===== config.mk =====
export PLATFORM = sky130hd
export DESIGN_NAME = cordic_job_arbiter
export DESIGN_NICKNAME = d
export VERILOG_FILES = /design/src/rtl/cordic_job_arbiter.sv
export SDC_FILE = /design/constraint.sdc
export NUM_CORES = 1
export LEC_CHECK = 0
export BUFFER_PORTS_ARGS = -buffer_cell sky130_fd_sc_hd__clkbuf_2
export CAP_MARGIN = 30
export CORE_AREA = 2 2 226 228
export DETAILED_ROUTE_END_ITERATION = 10
export DIE_AREA = 0 0 228 230
export GPL_ROUTABILITY_DRIVEN = 0
export PLACE_DENSITY_LB_ADDON = 0.15
export SKIP_LAST_GASP = 1
export SYNTH_ARGS = -nofsm -noshare
export SYNTH_HDL_FRONTEND = slang
export SYNTH_SLANG_ARGS = --single-unit

===== constraint.sdc =====
create_clock -name clk -period 4.2 [get_ports clk]
set_input_delay 1.26 -clock clk [delete_from_list [all_inputs] [get_ports clk]]
set_output_delay 1.26 -clock clk [all_outputs]
set_load 0.1 [all_outputs]

===== src/rtl/cordic_job_arbiter.sv =====
// Round-robin front end sharing one CORDIC calc unit between NUM_REQ requesters.
// Latches each granted job, waits for done or a timeout, returns a one-cycle response, then flushes the unit.
module cordic_job_arbiter #(
    parameter int unsigned NUM_REQ        = 4,
    parameter int unsigned WIDTH          = 32,
    parameter int unsigned TIMEOUT_CYCLES = 64,
    parameter int unsigned FLUSH_CYCLES   = 2
) (
    input  logic                     clk,
    input  logic                     rst,
    input  logic [NUM_REQ-1:0]       req_valid,
    output logic [NUM_REQ-1:0]       req_ready,
    input  logic [4*NUM_REQ-1:0]     req_op,
    input  logic [WIDTH*NUM_REQ-1:0] req_x,
    input  logic [WIDTH*NUM_REQ-1:0] req_y,
    input  logic [WIDTH*NUM_REQ-1:0] req_z,
    output logic [NUM_REQ-1:0]       resp_valid,
    output logic [WIDTH-1:0]         resp_result,
    output logic                     resp_err,
    output logic                     busy,
    output logic                     unit_enable,
    output logic [3:0]               unit_operation,
    output logic [WIDTH-1:0]         unit_x,
    output logic [WIDTH-1:0]         unit_y,
    output logic [WIDTH-1:0]         unit_z,
    input  logic [WIDTH-1:0]         unit_result,
    input  logic                     unit_done
);

    localparam int unsigned PTR_W = (NUM_REQ > 1) ? $clog2(NUM_REQ) : 1;
    localparam int unsigned CNT_W = (TIMEOUT_CYCLES > 1) ? $clog2(TIMEOUT_CYCLES) : 1;
    localparam int unsigned FL_W  = (FLUSH_CYCLES > 1) ? $clog2(FLUSH_CYCLES) : 1;

    typedef enum logic [1:0] {
        ST_IDLE,
        ST_RUN,
        ST_RESP,
        ST_FLUSH
    } state_t;

    state_t               state_q, state_d;
    logic [PTR_W-1:0]     rr_ptr_q, rr_ptr_d;
    logic [CNT_W-1:0]     cnt_q, cnt_d;
    logic [FL_W-1:0]      fl_q, fl_d;
    logic [NUM_REQ-1:0]   resp_valid_q, resp_valid_d;
    logic [WIDTH-1:0]     resp_result_q, resp_result_d;
    logic                 resp_err_q, resp_err_d;
    logic                 busy_q, busy_d;
    logic                 unit_enable_q, unit_enable_d;
    logic [3:0]           unit_op_q, unit_op_d;
    logic [WIDTH-1:0]     unit_x_q, unit_x_d;
    logic [WIDTH-1:0]     unit_y_q, unit_y_d;
    logic [WIDTH-1:0]     unit_z_q, unit_z_d;

    logic                 gnt_found;
    logic [PTR_W-1:0]     gnt_idx;
    logic [3:0]           gnt_op;
    logic [WIDTH-1:0]     gnt_x, gnt_y, gnt_z;

    function automatic logic op_supported(input logic [3:0] op);
        case (op)
            4'd0, 4'd1, 4'd7, 4'd8, 4'd9, 4'd10: return 1'b1;
            default:                             return 1'b0;
        endcase
    endfunction

    // Nearest valid requester after rr_ptr wins; scanning far-to-near lets the nearest overwrite.
    always_comb begin
        gnt_found = 1'b0;
        gnt_idx   = '0;
        for (int k = int'(NUM_REQ); k >= 1; k--) begin
            for (int i = 0; i < int'(NUM_REQ); i++) begin
                if (((int'(rr_ptr_q) + k) % int'(NUM_REQ)) == i && req_valid[i]) begin
                    gnt_found = 1'b1;
                    gnt_idx   = PTR_W'(i);
                end
            end
        end
    end

    always_comb begin
        gnt_op = '0;
        gnt_x  = '0;
        gnt_y  = '0;
        gnt_z  = '0;
        for (int i = 0; i < int'(NUM_REQ); i++) begin
            if (gnt_idx == PTR_W'(i)) begin
                gnt_op = req_op[i*4 +: 4];
                gnt_x  = req_x[i*WIDTH +: WIDTH];
                gnt_y  = req_y[i*WIDTH +: WIDTH];
                gnt_z  = req_z[i*WIDTH +: WIDTH];
            end
        end
    end

    always_ff @(posedge clk) begin
        if (rst) begin
            state_q       <= ST_IDLE;
            rr_ptr_q      <= PTR_W'(NUM_REQ - 1);
            cnt_q         <= '0;
            fl_q          <= '0;
            resp_valid_q  <= '0;
            resp_result_q <= '0;
            resp_err_q    <= 1'b0;
            busy_q        <= 1'b0;
            unit_enable_q <= 1'b0;
            unit_op_q     <= 4'b1111;
            unit_x_q      <= '0;
            unit_y_q      <= '0;
            unit_z_q      <= '0;
        end else begin
            state_q       <= state_d;
            rr_ptr_q      <= rr_ptr_d;
            cnt_q         <= cnt_d;
            fl_q          <= fl_d;
            resp_valid_q  <= resp_valid_d;
            resp_result_q <= resp_result_d;
            resp_err_q    <= resp_err_d;
            busy_q        <= busy_d;
            unit_enable_q <= unit_enable_d;
            unit_op_q     <= unit_op_d;
            unit_x_q      <= unit_x_d;
            unit_y_q      <= unit_y_d;
            unit_z_q      <= unit_z_d;
        end
    end

    always_comb begin
        state_d       = state_q;
        rr_ptr_d      = rr_ptr_q;
        cnt_d         = cnt_q;
        fl_d          = fl_q;
        resp_valid_d  = '0;
        resp_result_d = resp_result_q;
        resp_err_d    = resp_err_q;
        unit_enable_d = unit_enable_q;
        unit_op_d     = unit_op_q;
        unit_x_d      = unit_x_q;
        unit_y_d      = unit_y_q;
        unit_z_d      = unit_z_q;
        req_ready     = '0;

        case (state_q)
            ST_IDLE: begin
                if (gnt_found) begin
                    req_ready = NUM_REQ'(1) << gnt_idx;
                    rr_ptr_d  = gnt_idx;
                    unit_op_d = gnt_op;
                    unit_x_d  = gnt_x;
                    unit_y_d  = gnt_y;
                    unit_z_d  = gnt_z;
                    cnt_d     = '0;
                    if (op_supported(gnt_op)) begin
                        unit_enable_d = 1'b1;
                        state_d       = ST_RUN;
                    end else begin
                        // Unsupported codes are answered immediately and never reach the unit.
                        resp_valid_d  = NUM_REQ'(1) << gnt_idx;
                        resp_result_d = '0;
                        resp_err_d    = 1'b1;
                        state_d       = ST_RESP;
                    end
                end
            end
            ST_RUN: begin
                if (unit_done) begin
                    resp_valid_d  = NUM_REQ'(1) << rr_ptr_q;
                    resp_result_d = unit_result;
                    resp_err_d    = 1'b0;
                    unit_enable_d = 1'b0;
                    state_d       = ST_RESP;
                end else if (cnt_q == CNT_W'(TIMEOUT_CYCLES - 1)) begin
                    resp_valid_d  = NUM_REQ'(1) << rr_ptr_q;
                    resp_result_d = '0;
                    resp_err_d    = 1'b1;
                    unit_enable_d = 1'b0;
                    state_d       = ST_RESP;
                end else begin
                    cnt_d = cnt_q + CNT_W'(1);
                end
            end
            ST_RESP: begin
                unit_enable_d = 1'b0;
                fl_d          = '0;
                state_d       = ST_FLUSH;
            end
            ST_FLUSH: begin
                unit_enable_d = 1'b0;
                if (fl_q == FL_W'(FLUSH_CYCLES - 1)) begin
                    state_d = ST_IDLE;
                end else begin
                    fl_d = fl_q + FL_W'(1);
                end
            end
            default: begin
                unit_enable_d = 1'b0;
                state_d       = ST_IDLE;
            end
        endcase

        busy_d = (state_d != ST_IDLE);
    end

    assign resp_valid     = resp_valid_q;
    assign resp_result    = resp_result_q;
    assign resp_err       = resp_err_q;
    assign busy           = busy_q;
    assign unit_enable    = unit_enable_q;
    assign unit_operation = unit_op_q;
    assign unit_x         = unit_x_q;
    assign unit_y         = unit_y_q;
    assign unit_z         = unit_z_q;

endmodule


==> results of run 1 <==
-- cell usage after synthesis (2+ instances only) --
cell type	n	area, um^2
o22ai_1	8	50.1
nand2_1	191	717
o211ai_1	2	15.0
a211oi_1	89	668
nor3_1	66	330
clkbuf_1	88	330
nand3b_1	35	263
mux2i_1	2	20.0
o311ai_0	2	17.5
a22oi_1	3	22.5
o21ai_0	71	355
nor2_1	172	646
nand3_1	6	30.0
a221oi_1	31	272
dfxtp_1	150	3000
buf_2	3	15.0
and2_1	3	18.8
nand2b_1	4	25.0
a211o_1	4	35.0
a2bb2oi_1	2	17.5
a21o_1	2	15.0
xor2_1	4	35.0
a31oi_1	6	37.5
a21oi_1	101	505
inv_1	2	7.51
o21a_1	3	22.5
nor3b_1	2	15.0
buf_6	6	67.6
buf_1	9	33.8
o21ai_2	30	263
-- layout by cell type (no fill, tap or decap), drive strengths merged, types with 3 or more instances in the layout --
cell type	instances
a211o	4
a211oi	90
a21oi	101
a221oi	31
a22oi	3
a31oi	7
and2	3
buf	26
bufinv	5
clkbuf	593
clkinv	3
dfxtp	150
diode	4
inv	7
nand2	191
nand2b	5
nand3	6
nand3b	35
nor2	172
nor3	66
o21a	3
o21ai	102
o22ai	8
xor2	4
-- through the flow --
stage,util,hold slack (ns),setup TNS (ns),power [W],instances
floorplan,-,0.482,-0.368,0.00890,1117
global placement,0.235,0.450,0,0.0108,2285
detailed placement,0.235,0.454,0,0.0109,2285
CTS,0.248,0.465,0,0.0127,2315
global route,0.248,0.496,0,0.0133,2319
finish,0.248,0.464,0,0.0125,2319
-- power by group through the flow --
| stage | clock network, W | registers, W | logic [W] |
|---|---|---|---|
| 2_1_floorplan | 0 | 0.00615 | 0.00275 |
| 3_3_place_gp | 0 | 0.00236 | 0.00849 |
| 3_5_place_dp | 0 | 0.00237 | 0.00850 |
| 4_1_cts | 0.00186 | 0.00235 | 0.00852 |
| 5_1_grt | 0.00191 | 0.00242 | 0.00893 |
| 6_report | 0.00176 | 0.00233 | 0.00839 |
-- sequential cells by signal, indices dropped and copies added, names as in the netlist, 2 cells and up --
register / flops
cnt_q: 6
resp_result: 32
resp_valid: 4
rr_ptr_q: 2
state_q: 2
unit_operation: 4
unit_x: 32
unit_y: 32
unit_z: 32
-- routing by layer --
layer  track usage  up-vias  part of all wire
li1              -     5009                 -
met1         0.178     4688              0.40
met2         0.264      381              0.48
met3        0.0577       67             0.076
met4        0.0792        6             0.034
met5             0        -           0.00095
-- path summary, 6_finish.rpt --
| kind | startpoint | endpoint | cells after the start |
|---|---|---|---|
| max | req_valid[0] | req_ready[2] | 5 |
| min | unit_x[9] | unit_x[9] | 2 |
| max reg2reg | rr_ptr_q[1] | resp_valid[0] | 8 |
| min reg2reg | unit_x[9] | unit_x[9] | 2 |
-- kinds of logic (layout without fill, tap and decap cells) --
group | count (synthesis) | count (layout)
muxes | 2 | 2
other | 0 | 4
and+or+nand+nor | 486 | 486
buffers and inverters | 108 | 634
DFF | 150 | 150
AOI/OAI and AO/OA | 366 | 366
adders and majority gates | 1 | 1
xor gates and xnor gates | 4 | 4
-- worst max-delay path, cell delays in order --
cell and delay (ns):
clkbuf_2 0.16, or2_1 0.29, a311o_2 0.50, nor3_4 0.28, buf_12 0.20
-- area by class of cell --
type	count	area [um^2]
Tap cell	672	841
Timing Repair Buffer	602	3180
Sequential cell	150	3000
Clock inverter	13	220
Inverter	2	7.51
Fill cell	5695	37500
Antenna cell	4	10.0
Clock buffer	17	425
Multi-Input combinational cell	859	4690
==> flow_summary.yaml, run 1 <==
timing:
  setup_viol: 0
  rsz0062_at_grt: "no"
  finalCritPeriodShare: 0.945
  drv_slew: 0
  hold_violations: 0
  fin_crit_ns: 3.97
  fin_ws_ns: 0.231
  slew_headroom: 0.388
  fmax_mhz: 252
  tightest_slew_ns: 0.917
  skew_ns: 0.00997
layout:
  design_area_um2: 12400
  drive_gt1_frac: 0.414
  synthToLayoutAreaGrowth_pct: 53.7
  nets: 2072
placement:
  dp_worst_setup_slack_ns: 0.221
  dpl-instance-area_um2: 11700
  port_buffers: 581
  dp_hpwl_um: 32400
pwr:
  power_frac_seq: 0.187
  comb_power_share: 0.672
  clockPowerShare: 0.141
  switching_share: 0.623
  power_density_nw_per_um2: 1010
  power_switching_w: 0.00778
  internal-power_w: 0.00470
  ir_drop_mv: 0.372
  p_leak_nw: 5.64
detailed_routing:
  antenna_left: 0
  routed_via_density: 4.38
  drt_first_pass_iters: 5
  drt_iter0_drc: 436
  route.detailed.drc: 0
  routed_wl_um: 42300
  wire_per_inst_um: 18.2
  vias: 10200
global_routing:
  grt_first_pass_wirelength_um: 62400
  grt_max_degree: 83
  antenna_found_initial: 8
  grt_usage: 0.158
  first_global_vias: 10300
  grt-ovfl-total: 0
floorplan:
  dieHeight_um: 230
  row_count: 82
  start_util: 0.161
  pin_count: 582
  core_um2: 49900
  dieArea_um2: 52400
  die_w_um: 228
clocking:
  root_buffer: "clkbuf_16"
  postCtsSetupBuffers: 0
  post_cts_resized: 0
  cts_made_buffers: 17
  clkLatencyLatePin_ns: 0.47
  ctsHoldBuffers: 0
  clk_pin_slew_worst_paths_ns: 0.07
  clkSinkCount: 150
  cts_tree: "done"
  cts_buffer_depth: 2
  cts-htree-levels: 4
worst_setup_path:
  start_kind: "primary input"
  worstPathMaxFanout: 13
  r2r_setup_slack_ns: 1.16
  path_class: "primary input to output pin"
  end_kind: "output pin"
  cp.required_ns: 2.94
  worst_ep_arrival_time_ns: 2.71
synth:
  syn_avg_cell_area_um2: 7.21
  yosys.area_share.simple: 0.262
  async_flop_share: 0
  synth_fa_ha_area_frac: 0.00155
  netlist_instances: 1117
  yosysSeqAreaShare: 0.373
  synth_edf_count: 0
  synth_cell_type_count: 50
  synth_xor_area_frac: 0.00435
  synth_compound_area_frac: 0.300
  synth_area_um2: 8050
  synthFlopType: "dfxtp_1"
  synth_seq_cells: 150
  synth.area.mux_share: 0.00249
  synth-warning-count: 0
  synth_fp_nets: 1557
  synth_top_family_by_area: "compound AO/OA/AOI/OAI gates"
worst_hold_path:
  hold_class: "register to register"
outcome:
  status: "finished, final reports clean"
run:
  maxCapViolCount: 0
Note: power is estimated with default switching activity, not from simulation.
==> run 2: changes to the inputs <==
--- a/config.mk
+++ b/config.mk
@@ -12,6 +12,7 @@
 export DIE_AREA = 0 0 228 230
 export GPL_ROUTABILITY_DRIVEN = 0
 export PLACE_DENSITY_LB_ADDON = 0.15
+export RECOVER_POWER = 50
 export SKIP_LAST_GASP = 1
 export SYNTH_ARGS = -nofsm -noshare
 export SYNTH_HDL_FRONTEND = slang
==> run 2 against run 1 <==
Via count grew 0.42%. Final cell count is the same. Fmax barely moved. Cell area is 1.5% lower. Utilization down 0.36 points. Critical path depth is the same. Sequential power barely moved. Worst setup slack worse by 0.0016 ns. Critical endpoint unchanged. Highest routed layer unchanged.
==> flow_summary.yaml, run 2 (synthesized netlist as in run 1, its figures left out) <==
timing:
  tightest_slew_ns: 1.41
  skew_ns: 0.00996
  fmax_mhz: 252
  finalCritPeriodShare: 0.945
  setup_viol: 0
  slew_headroom: 0.0578
  hold_violations: 0
  tns_ns: 0
  rsz0062_at_grt: "no"
  fin_crit_ns: 3.97
  drv_slew: 0
  fin_ws_ns: 0.230
layout:
  nets: 2072
  layout_common_cells: "clkbuf_2, nand2_1, nor2_1"
  synthToLayoutAreaGrowth_pct: 51.4
  drive_gt1_frac: 0.329
  final_common_cell: "clkbuf_2"
worst_setup_path:
  reg2reg_depth: 8
  cp.depth: 5
  r2r_setup_slack_ns: 1.16
  end_kind: "output pin"
  startpoint: "req_valid[0]"
  reg2reg_to: "resp_valid[0]"
  start_kind: "primary input"
  worstPathMaxFanout: 13
  critical_path.endpoint: "req_ready[2]"
  cp.required_ns: 2.94
  worst_ep_arrival_time_ns: 2.71
  crit_family: "simple AND/OR/NAND/NOR gates"
  path_class: "primary input to output pin"
  path_cells: "clkbuf_2 > or2_1 > a311o_2 > nor3_4 > buf_12"
  critical_path_buf_inv_count: 2
  r2r_start: "rr_ptr_q[1]"
  crit_slowest_cell: "a311o_2"
  critPathMaxStageDelay_ns: 0.50
clocking:
  cts_buffer_depth: 2
  clkLatencyLatePin_ns: 0.47
  cts_tree: "done"
  clk_pin_slew_worst_paths_ns: 0.07
  cts_made_buffers: 17
  clkSinkCount: 150
  root_buffer: "clkbuf_16"
  post_cts_resized: 0
  cts-htree-levels: 4
  ctsHoldBuffers: 0
  postCtsSetupBuffers: 0
detailed_routing:
  routed_wl_um: 42400
  wire_per_inst_um: 18.3
  drt_first_pass_iters: 7
  route.detailed.drc: 0
  routed_via_density: 4.40
  vias: 10200
  antenna_left: 0
  drt_iter0_drc: 417
global_routing:
  grt-ovfl-total: 0
  grt_usage: 0.158
  grt_first_pass_wirelength_um: 62400
  grt_max_degree: 83
  first_global_vias: 10300
  antenna_found_initial: 8
pwr:
  clockPowerShare: 0.143
  comb_power_share: 0.669
  internal-power_w: 0.00458
  ir_drop_mv: 0.365
  power_density_nw_per_um2: 1010
  p_leak_nw: 5.18
  switching_share: 0.630
  power_frac_seq: 0.189
  power_switching_w: 0.00779
placement:
  port_buffers: 581
  dp_worst_setup_slack_ns: 0.221
  dp_hpwl_um: 32400
floorplan:
  dieHeight_um: 230
  core_um2: 49900
  dieArea_um2: 52400
  start_util: 0.161
  row_count: 82
  die_w_um: 228
  pin_count: 582
worst_hold_path:
  hold_depth: 2
  hold_class: "register to register"
run:
  maxCapViolCount: 0
outcome:
  status: "finished, final reports clean"
## run 2: cell types whose count changed in the layout (fill, tap and decap cells not counted), sizes merged
cell / before / now
buf: 26 / 24
clkbuf: 593 / 595
## run 2: worst reg2reg max path: stages, from the launching register on
cell      delay, ns
dfxtp_1        0.62
nor3b_1        0.19
a311o_2        0.56
a31oi_4        0.30
a222oi_1       0.18
nor4_2         0.51
a211oi_4       0.09
buf_12         0.22
a32o_1         0.27
## run 2: worst min-delay path by stage
stage / from / end / slack [ns]
finish: unit_x[9] / unit_x[9] / 0.46
global route: unit_x[10] / unit_x[10] / 0.50
CTS: unit_x[9] / unit_x[9] / 0.46
detailed placement: unit_operation[0] / unit_operation[0] / 0.45
global placement: unit_x[22] / unit_x[22] / 0.45
floorplan: fl_q / fl_q / 0.48
## run 2: power by group through the flow
stage,registers (W),logic (W),clock network (W)
after floorplan,0.00615,0.00275,0
after global placement,0.00236,0.00849,0
after detailed placement,0.00237,0.00850,0
after CTS,0.00235,0.00852,0.00186
after global routing,0.00241,0.00881,0.00191
final,0.00233,0.00827,0.00177
## run 2: layout make-up
cell class,instances,area [um^2]
Fill cell,5730,37700
Clock buffer,17,425
Inverter,2,7.51
Clock inverter,13,220
Antenna cell,4,10.0
Timing Repair Buffer,602,3000
Multi-Input combinational cell,859,4690
Tap cell,672,841
Sequential cell,150,3000
## run 2: layer usage
layer / GRT usage / share of wire
met1: 0.178 / 0.40
met2: 0.264 / 0.48
met3: 0.0577 / 0.079
met4: 0.0792 / 0.035
met5: 0 / 0.0010
## run 2: metrics by stage
| step | hold WS, ns | util | power, W | area [um^2] | instances |
|---|---|---|---|---|---|
| final | 0.464 | 0.245 | 0.0124 | 12200 | 2319 |
| after global routing | 0.496 | 0.245 | 0.0131 | 12200 | 2319 |
| after CTS | 0.465 | 0.248 | 0.0127 | 12400 | 2315 |
| after detailed placement | 0.454 | 0.235 | 0.0109 | 11700 | 2285 |
| after global placement | 0.450 | 0.235 | 0.0108 | 11700 | 2285 |
| after floorplan | 0.482 | - | 0.00890 | 8110 | 1117 |
